### src/rtl/crc_frame_engine_if.sv
// Beat-side and result-side signals of the CRC frame engine.
// The master drives beats and observes results; the engine is the slave.
interface crc_frame_engine_if #(
    parameter int CRC_W  = 5,
    parameter int DATA_W = 4,
    parameter int CNT_W  = 8
);
    logic [CRC_W-1:0]  crc_init;
    logic              in_valid;
    logic              in_ready;
    logic              in_sof;
    logic              in_eof;
    logic [DATA_W-1:0] data_in;
    logic [CRC_W-1:0]  crc_ref;
    logic [CRC_W-1:0]  crc_out;
    logic              crc_valid;
    logic              crc_ok;
    logic [CNT_W-1:0]  frame_len;
    logic              frame_abort;
    logic              sof_err;

    modport master (
        output crc_init, in_valid, in_sof, in_eof, data_in, crc_ref,
        input  in_ready, crc_out, crc_valid, crc_ok, frame_len, frame_abort, sof_err
    );

    modport slave (
        input  crc_init, in_valid, in_sof, in_eof, data_in, crc_ref,
        output in_ready, crc_out, crc_valid, crc_ok, frame_len, frame_abort, sof_err
    );
endinterface

### src/rtl/crc_frame_engine.sv
// Frame-aware parallel CRC: folds DATA_W bits per accepted beat into a CRC_W remainder,
// then publishes CRC, frame length and reference compare through a one-cycle DONE bubble.
module crc_frame_engine #(
    parameter int               CRC_W   = 5,
    parameter int               DATA_W  = 4,
    parameter logic [CRC_W-1:0] POLY    = 5'h09,
    parameter logic [CRC_W-1:0] XOR_OUT = 5'h00,
    parameter int               CNT_W   = 8
) (
    input  logic               clk,
    input  logic               rst,
    crc_frame_engine_if.slave  bus
);
    typedef enum logic [1:0] {IDLE, RUN, DONE} state_t;

    state_t             state_reg, state_next;
    logic [CRC_W-1:0]   rem_reg, rem_next;
    logic [CRC_W-1:0]   ref_q_reg, ref_q_next;
    logic [CNT_W-1:0]   cnt_reg, cnt_next;
    logic [CRC_W-1:0]   crc_out_reg, crc_out_next;
    logic               crc_ok_reg, crc_ok_next;
    logic [CNT_W-1:0]   frame_len_reg, frame_len_next;
    logic               crc_valid_reg, crc_valid_next;
    logic               abort_reg, abort_next;
    logic               sof_err_reg, sof_err_next;

    logic                        in_ready;
    logic                        accept;
    logic [DATA_W:0][CRC_W-1:0]  chain;
    logic [CRC_W-1:0]            final_crc;

    assign in_ready  = (state_reg != DONE);
    assign accept    = bus.in_valid & in_ready;
    assign final_crc = rem_reg ^ XOR_OUT;

    // A SOF beat always restarts from the seed, whether the engine was idle or mid-frame.
    assign chain[0] = bus.in_sof ? bus.crc_init : rem_reg;

    generate
        for (genvar gi = 0; gi < DATA_W; gi++) begin : g_step
            logic fb;
            assign fb = chain[gi][CRC_W-1] ^ bus.data_in[DATA_W-1-gi];
            assign chain[gi+1] = {chain[gi][CRC_W-2:0], 1'b0} ^ (fb ? POLY : {CRC_W{1'b0}});
        end
    endgenerate

    always_comb begin
        state_next     = state_reg;
        rem_next       = rem_reg;
        ref_q_next     = ref_q_reg;
        cnt_next       = cnt_reg;
        crc_out_next   = crc_out_reg;
        crc_ok_next    = crc_ok_reg;
        frame_len_next = frame_len_reg;
        crc_valid_next = 1'b0;
        abort_next     = 1'b0;
        sof_err_next   = 1'b0;

        case (state_reg)
            IDLE, RUN: begin
                if (accept) begin
                    if (bus.in_sof) begin
                        rem_next   = chain[DATA_W];
                        cnt_next   = CNT_W'(1);
                        abort_next = (state_reg == RUN);
                        state_next = bus.in_eof ? DONE : RUN;
                        if (bus.in_eof) ref_q_next = bus.crc_ref;
                    end else if (state_reg == RUN) begin
                        rem_next = chain[DATA_W];
                        cnt_next = (cnt_reg == {CNT_W{1'b1}}) ? cnt_reg : cnt_reg + 1'b1;
                        if (bus.in_eof) begin
                            ref_q_next = bus.crc_ref;
                            state_next = DONE;
                        end
                    end else begin
                        sof_err_next = 1'b1;
                    end
                end
            end
            DONE: begin
                crc_out_next   = final_crc;
                frame_len_next = cnt_reg;
                crc_ok_next    = (final_crc == ref_q_reg);
                crc_valid_next = 1'b1;
                state_next     = IDLE;
            end
            default: state_next = IDLE;
        endcase
    end

    always_ff @(posedge clk) begin
        if (rst) begin
            state_reg     <= IDLE;
            rem_reg       <= '0;
            ref_q_reg     <= '0;
            cnt_reg       <= '0;
            crc_out_reg   <= '0;
            crc_ok_reg    <= 1'b0;
            frame_len_reg <= '0;
            crc_valid_reg <= 1'b0;
            abort_reg     <= 1'b0;
            sof_err_reg   <= 1'b0;
        end else begin
            state_reg     <= state_next;
            rem_reg       <= rem_next;
            ref_q_reg     <= ref_q_next;
            cnt_reg       <= cnt_next;
            crc_out_reg   <= crc_out_next;
            crc_ok_reg    <= crc_ok_next;
            frame_len_reg <= frame_len_next;
            crc_valid_reg <= crc_valid_next;
            abort_reg     <= abort_next;
            sof_err_reg   <= sof_err_next;
        end
    end

    assign bus.in_ready    = in_ready;
    assign bus.crc_out     = crc_out_reg;
    assign bus.crc_ok      = crc_ok_reg;
    assign bus.frame_len   = frame_len_reg;
    assign bus.crc_valid   = crc_valid_reg;
    assign bus.frame_abort = abort_reg;
    assign bus.sof_err     = sof_err_reg;
endmodule
### src/flat_wrapper.sv
// flat-port wrapper written by rule: the top's interface ports become plain ports
module crc_frame_engine_flat 
#(
    parameter int               CRC_W   = 5,
    parameter int               DATA_W  = 4,
    parameter logic [CRC_W-1:0] POLY    = 5'h09,
    parameter logic [CRC_W-1:0] XOR_OUT = 5'h00,
    parameter int               CNT_W   = 8
)
  (clk, rst, bus_crc_init, bus_in_valid, bus_in_sof, bus_in_eof, bus_data_in, bus_crc_ref, bus_in_ready, bus_crc_out, bus_crc_valid, bus_crc_ok, bus_frame_len, bus_frame_abort, bus_sof_err);
  crc_frame_engine_if #(.CRC_W(CRC_W), .DATA_W(DATA_W), .CNT_W(CNT_W)) bus_i ();
  input  logic clk;
  input  logic rst;
  input wire logic [$bits(bus_i.crc_init)-1:0] bus_crc_init;
  input wire logic [$bits(bus_i.in_valid)-1:0] bus_in_valid;
  input wire logic [$bits(bus_i.in_sof)-1:0] bus_in_sof;
  input wire logic [$bits(bus_i.in_eof)-1:0] bus_in_eof;
  input wire logic [$bits(bus_i.data_in)-1:0] bus_data_in;
  input wire logic [$bits(bus_i.crc_ref)-1:0] bus_crc_ref;
  output wire logic [$bits(bus_i.in_ready)-1:0] bus_in_ready;
  output wire logic [$bits(bus_i.crc_out)-1:0] bus_crc_out;
  output wire logic [$bits(bus_i.crc_valid)-1:0] bus_crc_valid;
  output wire logic [$bits(bus_i.crc_ok)-1:0] bus_crc_ok;
  output wire logic [$bits(bus_i.frame_len)-1:0] bus_frame_len;
  output wire logic [$bits(bus_i.frame_abort)-1:0] bus_frame_abort;
  output wire logic [$bits(bus_i.sof_err)-1:0] bus_sof_err;
  assign bus_i.crc_init = bus_crc_init;
  assign bus_i.in_valid = bus_in_valid;
  assign bus_i.in_sof = bus_in_sof;
  assign bus_i.in_eof = bus_in_eof;
  assign bus_i.data_in = bus_data_in;
  assign bus_i.crc_ref = bus_crc_ref;
  assign bus_in_ready = bus_i.in_ready;
  assign bus_crc_out = bus_i.crc_out;
  assign bus_crc_valid = bus_i.crc_valid;
  assign bus_crc_ok = bus_i.crc_ok;
  assign bus_frame_len = bus_i.frame_len;
  assign bus_frame_abort = bus_i.frame_abort;
  assign bus_sof_err = bus_i.sof_err;
  crc_frame_engine #(.CRC_W(CRC_W), .DATA_W(DATA_W), .POLY(POLY), .XOR_OUT(XOR_OUT), .CNT_W(CNT_W)) u_core (.clk(clk), .rst(rst), .bus(bus_i));
endmodule
### config.mk
export PLATFORM = sky130hd
export DESIGN_NAME = crc_frame_engine_flat
export DESIGN_NICKNAME = d
export VERILOG_FILES = /design/src/rtl/crc_frame_engine_if.sv /design/src/rtl/crc_frame_engine.sv /design/src/flat_wrapper.sv
export SDC_FILE = /design/constraint.sdc
export NUM_CORES = 1
export LEC_CHECK = 0
export ABC_AREA = 1
export CELL_PAD_IN_SITES_DETAIL_PLACEMENT = 0
export CELL_PAD_IN_SITES_GLOBAL_PLACEMENT = 2
export CORE_MARGIN = 5
export CORE_UTILIZATION = 30
export CTS_CLUSTER_SIZE = 8
export DETAILED_ROUTE_END_ITERATION = 10
export PLACE_DENSITY = 0.91
export SLEW_MARGIN = 0
export SYNTH_ARGS = -nofsm -noshare
export SYNTH_HDL_FRONTEND = slang
export SYNTH_SLANG_ARGS = --single-unit
### constraint.sdc
create_clock -name clk -period 3.92 [get_ports clk]
set_input_delay 0.784 -clock clk [delete_from_list [all_inputs] [get_ports clk]]
set_output_delay 0.784 -clock clk [all_outputs]
set_load 0.005 [all_outputs]
# Yosys cells after proc, flatten, opt, wreduce, memory -nomap -nowiden
# Index checks and enable logic that the tools add are counted.
[word_totals]
in_bits = 19
out_inout_bits = 18
wordCells = 58
reg_bits = 37
[classes]
n_addsub = 1
mux = 19
reduce_logical = 10
bitwise_logic = 12
eq_ne = 6
[op_table]
columns = ["op", "count"]
rows = [
  ["5-bit 2-to-1 mux", 6],
  ["8-bit 2-to-1 mux", 3],
  ["5-bit XOR", 4],
  ["4-bit 2-to-1 mux", 4],
  ["8-bit by 1-bit adder with 8-bit output (second input constant)", 1],
  ["8-bit equality test (second input constant)", 1],
  ["2-bit 2-to-1 mux", 4],
  ["4-bit OR reduction", 2],
  ["3-bit AND reduction", 2],
  ["5-bit equality test", 1],
  ["2-bit != test (second input constant)", 2],
  ["4-bit AND reduction", 1],
  ["2-bit nonzero test", 2],
  ["2-bit OR reduction", 2],
  ["1-bit XOR", 4],
  ["1-bit inverter", 3],
  ["2-bit by 1-bit equality test with 1-bit output (second input constant)", 1],
  ["2-bit equality test (second input constant)", 1],
  ["2-bit zero test", 1],
  ["1-bit 2-to-1 mux", 2],
  ["1-bit AND", 1],
]

# Logic depth before layout (Yosys ltp)
[depth]
ltp_word = 15
depth_mapped = 11
ltp_nobuf = 10

# Worst setup path before layout
# Ideal clock, no wire load.
[synth_path]
path_type = "input-to-reg"
from = "in bus_in_sof"
to = "reg u_core.rem_reg[3] (netlist: u_core.final_crc[3])"
path_stages = 11
path_buffers = 1
setup_time_ps = 109
slack_ps = 2305
arrival_ps = 1506
t_required_ps = 3811
cell_sequence = "inv_2 buf_6 nand2_1 nand3_1 nand2_1 nand2_1 nand2_1 nand2_1 nand3_1 nand2_1 inv_1"
[synth_between]
elab_chain_cells = 11
elab_cells_between_ends = 15
cone_classes = "6 x mux; 7 x bitwise; 2 x reduce/logical"
[synth_lines]
columns = ["element", "line_no", "text"]
rows = [
  ["start, declared", "flat_wrapper.sv:16", "input wire logic [$bits(bus_i.in_sof)-1:0] bus_in_sof;"],
  ["5-bit 2-to-1 mux", "crc_frame_engine.sv:37", "assign chain[0] = bus.in_sof ? bus.crc_init : rem_reg;"],
  ["5-bit XOR", "crc_frame_engine.sv:43", "assign chain[gi+1] = {chain[gi][CRC_W-2:0], 1'b0} ^ (fb ? POLY : {CRC_W{1'b0}});"],
  ["1-bit XOR", "crc_frame_engine.sv:42", "assign fb = chain[gi][CRC_W-1] ^ bus.data_in[DATA_W-1-gi];"],
  ["4-bit 2-to-1 mux", "crc_frame_engine.sv:43", ""],
  ["5-bit XOR (2 in series)", "crc_frame_engine.sv:43", ""],
  ["1-bit XOR", "crc_frame_engine.sv:42", ""],
  ["4-bit 2-to-1 mux", "crc_frame_engine.sv:43", ""],
  ["5-bit XOR", "crc_frame_engine.sv:43", ""],
  ["5-bit 2-to-1 mux", "crc_frame_engine.sv:68", "end else if (state_reg == RUN) begin"],
  ["5-bit 2-to-1 mux", "crc_frame_engine.sv:62", "if (bus.in_sof) begin"],
  ["end signal, assigned", "crc_frame_engine.sv:105", "rem_reg <= rem_next;"],
  ["end, declared", "crc_frame_engine.sv:17", "logic [CRC_W-1:0] rem_reg, rem_next;"],
]
# Parallel ways exist; a longest one is shown, timed or not. The select of a mux whose other input is x is not followed.
# A chain may end at the register's enable or synchronous reset.

# Final worst setup path
[layout_path]
from = "in bus_in_sof"
to = "reg u_core.ref_q_reg[1]"
[layout_between]
elab_chain_cells = 2
elab_cells_between_ends = 3
cone_classes = "1 x mux; 2 x reduce/logical"
[layout_lines]
columns = ["element", "line_no", "text"]
rows = [
  ["2-bit nonzero test (no line)", "-", ""],
  ["3-bit AND reduction (no line)", "-", ""],
  ["end signal, assigned", "crc_frame_engine.sv:106", "ref_q_reg <= ref_q_next;"],
  ["end, declared", "crc_frame_engine.sv:18", "logic [CRC_W-1:0] ref_q_reg, ref_q_next;"],
]
# Parallel ways exist; a longest one is shown, timed or not.

==> flow_summary.yaml <==
outcome:
  outcome: "complete, no violations"
finish:
  area_delta_synth_final_pct: 27.0
  final_cell_area_sq_mm: 0.00238
  final_cell_mix: "nand2_1 (55), dfxtp_1 (37), clkdlybuf4s50_1 (36), inv_1 (33), nand3_1 (33)"
  fillers: 638
  final_nets: 326
  drive_gt1_share_pct: 7.17
  diodes: 0
  layout_commonest_cell: "nand2_1"
placed_design:
  gp_congestion: 0.791
  port_buffers: 36
  placed_area_sq_mm: 0.00228
  dp_hpwl_um: 3500
logic_synthesis:
  synth_top_area_share_pct: 39.5
  ys_types: 28
  synthXorXnorAreaFrac_pct: 1.40
  synth_top_area_cell: "dfxtp_1"
  syn_area_sq_mm: 0.00187
  synth-compound-area-share_pct: 14.4
  synth.area.top_cells: "dfxtp_1 (40%), nand2_1 (11%), nand3_1 (8.8%)"
  synth-seq-cells: 37
  yosys.area_share.simple_pct: 34.2
  synth_nets: 291
  synthAdderAreaFrac_pct: 0.668
  synthMuxAreaShare_pct: 0
  synth_top_family_by_area: "simple AND/OR/NAND/NOR gates"
  ys_warn_count: 0
  syn_area_per_cell_sq_um: 6.92
  seq_area_frac_synth_pct: 39.5
  synthCells: 271
worst_setup_path:
  cp_cell_sequence: "clkdlybuf4s50_1 > inv_2 > o21ai_4 > nand3_4 > inv_4 > nand2_2 > o21ai_0 > a21oi_1"
  arrival_ns: 2.62
  critPathSlowestCell: "clkdlybuf4s50_1"
  worst_ep_required_time_ns: 4.10
  crit_type: "input pin to flip-flop"
  end_kind: "flip-flop"
  startpoint_type: "input pin"
  cp_max_fo: 17
  max_stage_delay_ns: 0.74
global_route:
  overflow: 0
  grt_pass1_wl_um: 7650
  grt_pass1_vias: 1656
  antenna_found_initial: 0
  track_usage_pct: 12.3
  grt_max_degree: 25
cts:
  clkTransAtPathRegs_ns: 0.07
  cts-root-buf: "clkbuf_8"
  clock_latency_ns: 0.29
  cts_tree: "done"
  hold_buffers: 0
  numCtsBuffers: 5
  post-cts-setup-buffer-count: 0
  htreeDepth: 2
  clock_path_buffers: 2
  cts_sinks: 37
  cts_resized: 0
floorplan:
  coreArea_sq_mm: 0.00599
  die-height_um: 89.0
  pin_count: 37
  die_area_sq_mm: 0.00793
  start_util_pct: 31.3
  die_x_um: 89.0
  rows: 28
power_and_ir_drop:
  p_per_area_mw_per_mm2: 346
  p_leak_nw: 1.02
  ir_drop_mv: 0.241
route:
  routedWlPerCell_um: 12.2
  totalWireLength_um: 4670
  drc: 0
  drtIter0Drc: 81
  drt-pass1-iter-count: 4
  viasPerCell: 4.63
  vias: 1770
  final_antenna_net_count: 0
timing:
  rsz0062_at_grt: "false"
  maxSlewViolCount: 0
  tightest_slew_ns: 0.678
  hold_viol: 0
  fin_skew_ns: 0.00590
  min_period_ns: 2.44
  clock.fmax_mhz: 410
  setup-violations-final: 0
  finalCritPeriodShare_pct: 62.2
  fin_tns_setup_ns: 0
  worst_slew_margin_rel_pct: 54.8
  hold-worst-slack_ns: 0.476
run:
  maxCapViolations: 0
hold_path:
  hold_path_class: "flip-flop to flip-flop"
-- metal layers --
| metal | track usage, % | routed length [um] |
|---|---|---|
| met1 | 15.7 | 2270 |
| met2 | 20.5 | 2180 |
| met3 | 3.13 | 178 |
| met4 | 3.65 | 45 |
| met5 | 0 | 0 |
-- final timing paths --
path                                                  startpoint  cells past startpoint                               end  slack, ns
worst max-delay path                                  bus_in_sof                      8  u_core.ref_q_reg[1]$_SDFFE_PP0P_       1.48
worst min-delay path            u_core.ref_q_reg[3]$_SDFFE_PP0P_                      2  u_core.ref_q_reg[3]$_SDFFE_PP0P_       0.48
worst max register to register    u_core.cnt_reg[0]$_SDFFE_PP0P_                      8    u_core.cnt_reg[4]$_SDFFE_PP0P_       2.29
worst min register to register  u_core.ref_q_reg[3]$_SDFFE_PP0P_                      2  u_core.ref_q_reg[3]$_SDFFE_PP0P_       0.48
-- critical path, delay by kind of cell --
kind | cells | cell delay, ns
compound gates | 3 | 0.36
buf+inv | 3 | 1.20
simple gates | 2 | 0.27
-- layout make-up --
| type | instances | area, sq um | area share (%) |
|---|---|---|---|
| inverters | 35 | 134 | 5.62 |
| clock buffers | 7 | 96.3 | 4.05 |
| clock inverters | 1 | 5.00 | 0.210 |
| flip-flops and latches | 37 | 741 | 31.1 |
| well taps | 75 | 93.8 | 3.94 |
| multi-input cells | 191 | 951 | 39.9 |
| repair buffers | 36 | 360 | 15.1 |
-- synth_stat cells --
| master | instances |
|---|---|
| nand4_1 | 5 |
| ha_1 | 1 |
| dfxtp_1 | 37 |
| nor3b_1 | 1 |
| nand3_1 | 33 |
| a21oi_1 | 26 |
| buf_1 | 2 |
| inv_4 | 1 |
| o21ai_0 | 22 |
| inv_2 | 1 |
| nand2_2 | 4 |
| nand2_1 | 55 |
| buf_6 | 2 |
| o21ai_1 | 1 |
| o21ai_4 | 1 |
| nor3_2 | 1 |
| nor3_4 | 1 |
| clkbuf_1 | 1 |
| and3b_1 | 1 |
| nand3_4 | 2 |
| nand2_4 | 1 |
| buf_2 | 3 |
| nor3_1 | 2 |
| xnor2_1 | 3 |
| a21oi_2 | 1 |
| or2_2 | 1 |
| nor2_1 | 29 |
| inv_1 | 33 |
-- cell families after synthesis --
group,Yosys count
flip-flops,37
AO/OA/AOI/OAI,51
AND/OR/NAND/NOR,136
XOR/XNOR,3
adder cells (fa/ha/maj),1
buffers and inverters,43
-- report_power, final --
part	internal, mW	switching (mW)	total (mW)
Clock	0.159	0.137	0.296
Sequential	0.390	0.0110	0.401
Combinational	0.0560	0.0691	0.125
-- metrics by stage --
step | worst slack (ns) | util [%] | instances | power [mW]
after global placement | 1.24 | 38.1 | 374 | 0.536
after floorplan | 2.30 | - | 271 | 0.485
after CTS | 1.48 | 39.7 | 382 | 0.831
after global routing | 1.28 | 39.7 | 382 | 0.860
final | 1.48 | 39.7 | 382 | 0.823
after detailed placement | 1.17 | 38.1 | 374 | 0.536
Note: power is estimated with default switching activity, not from simulation.
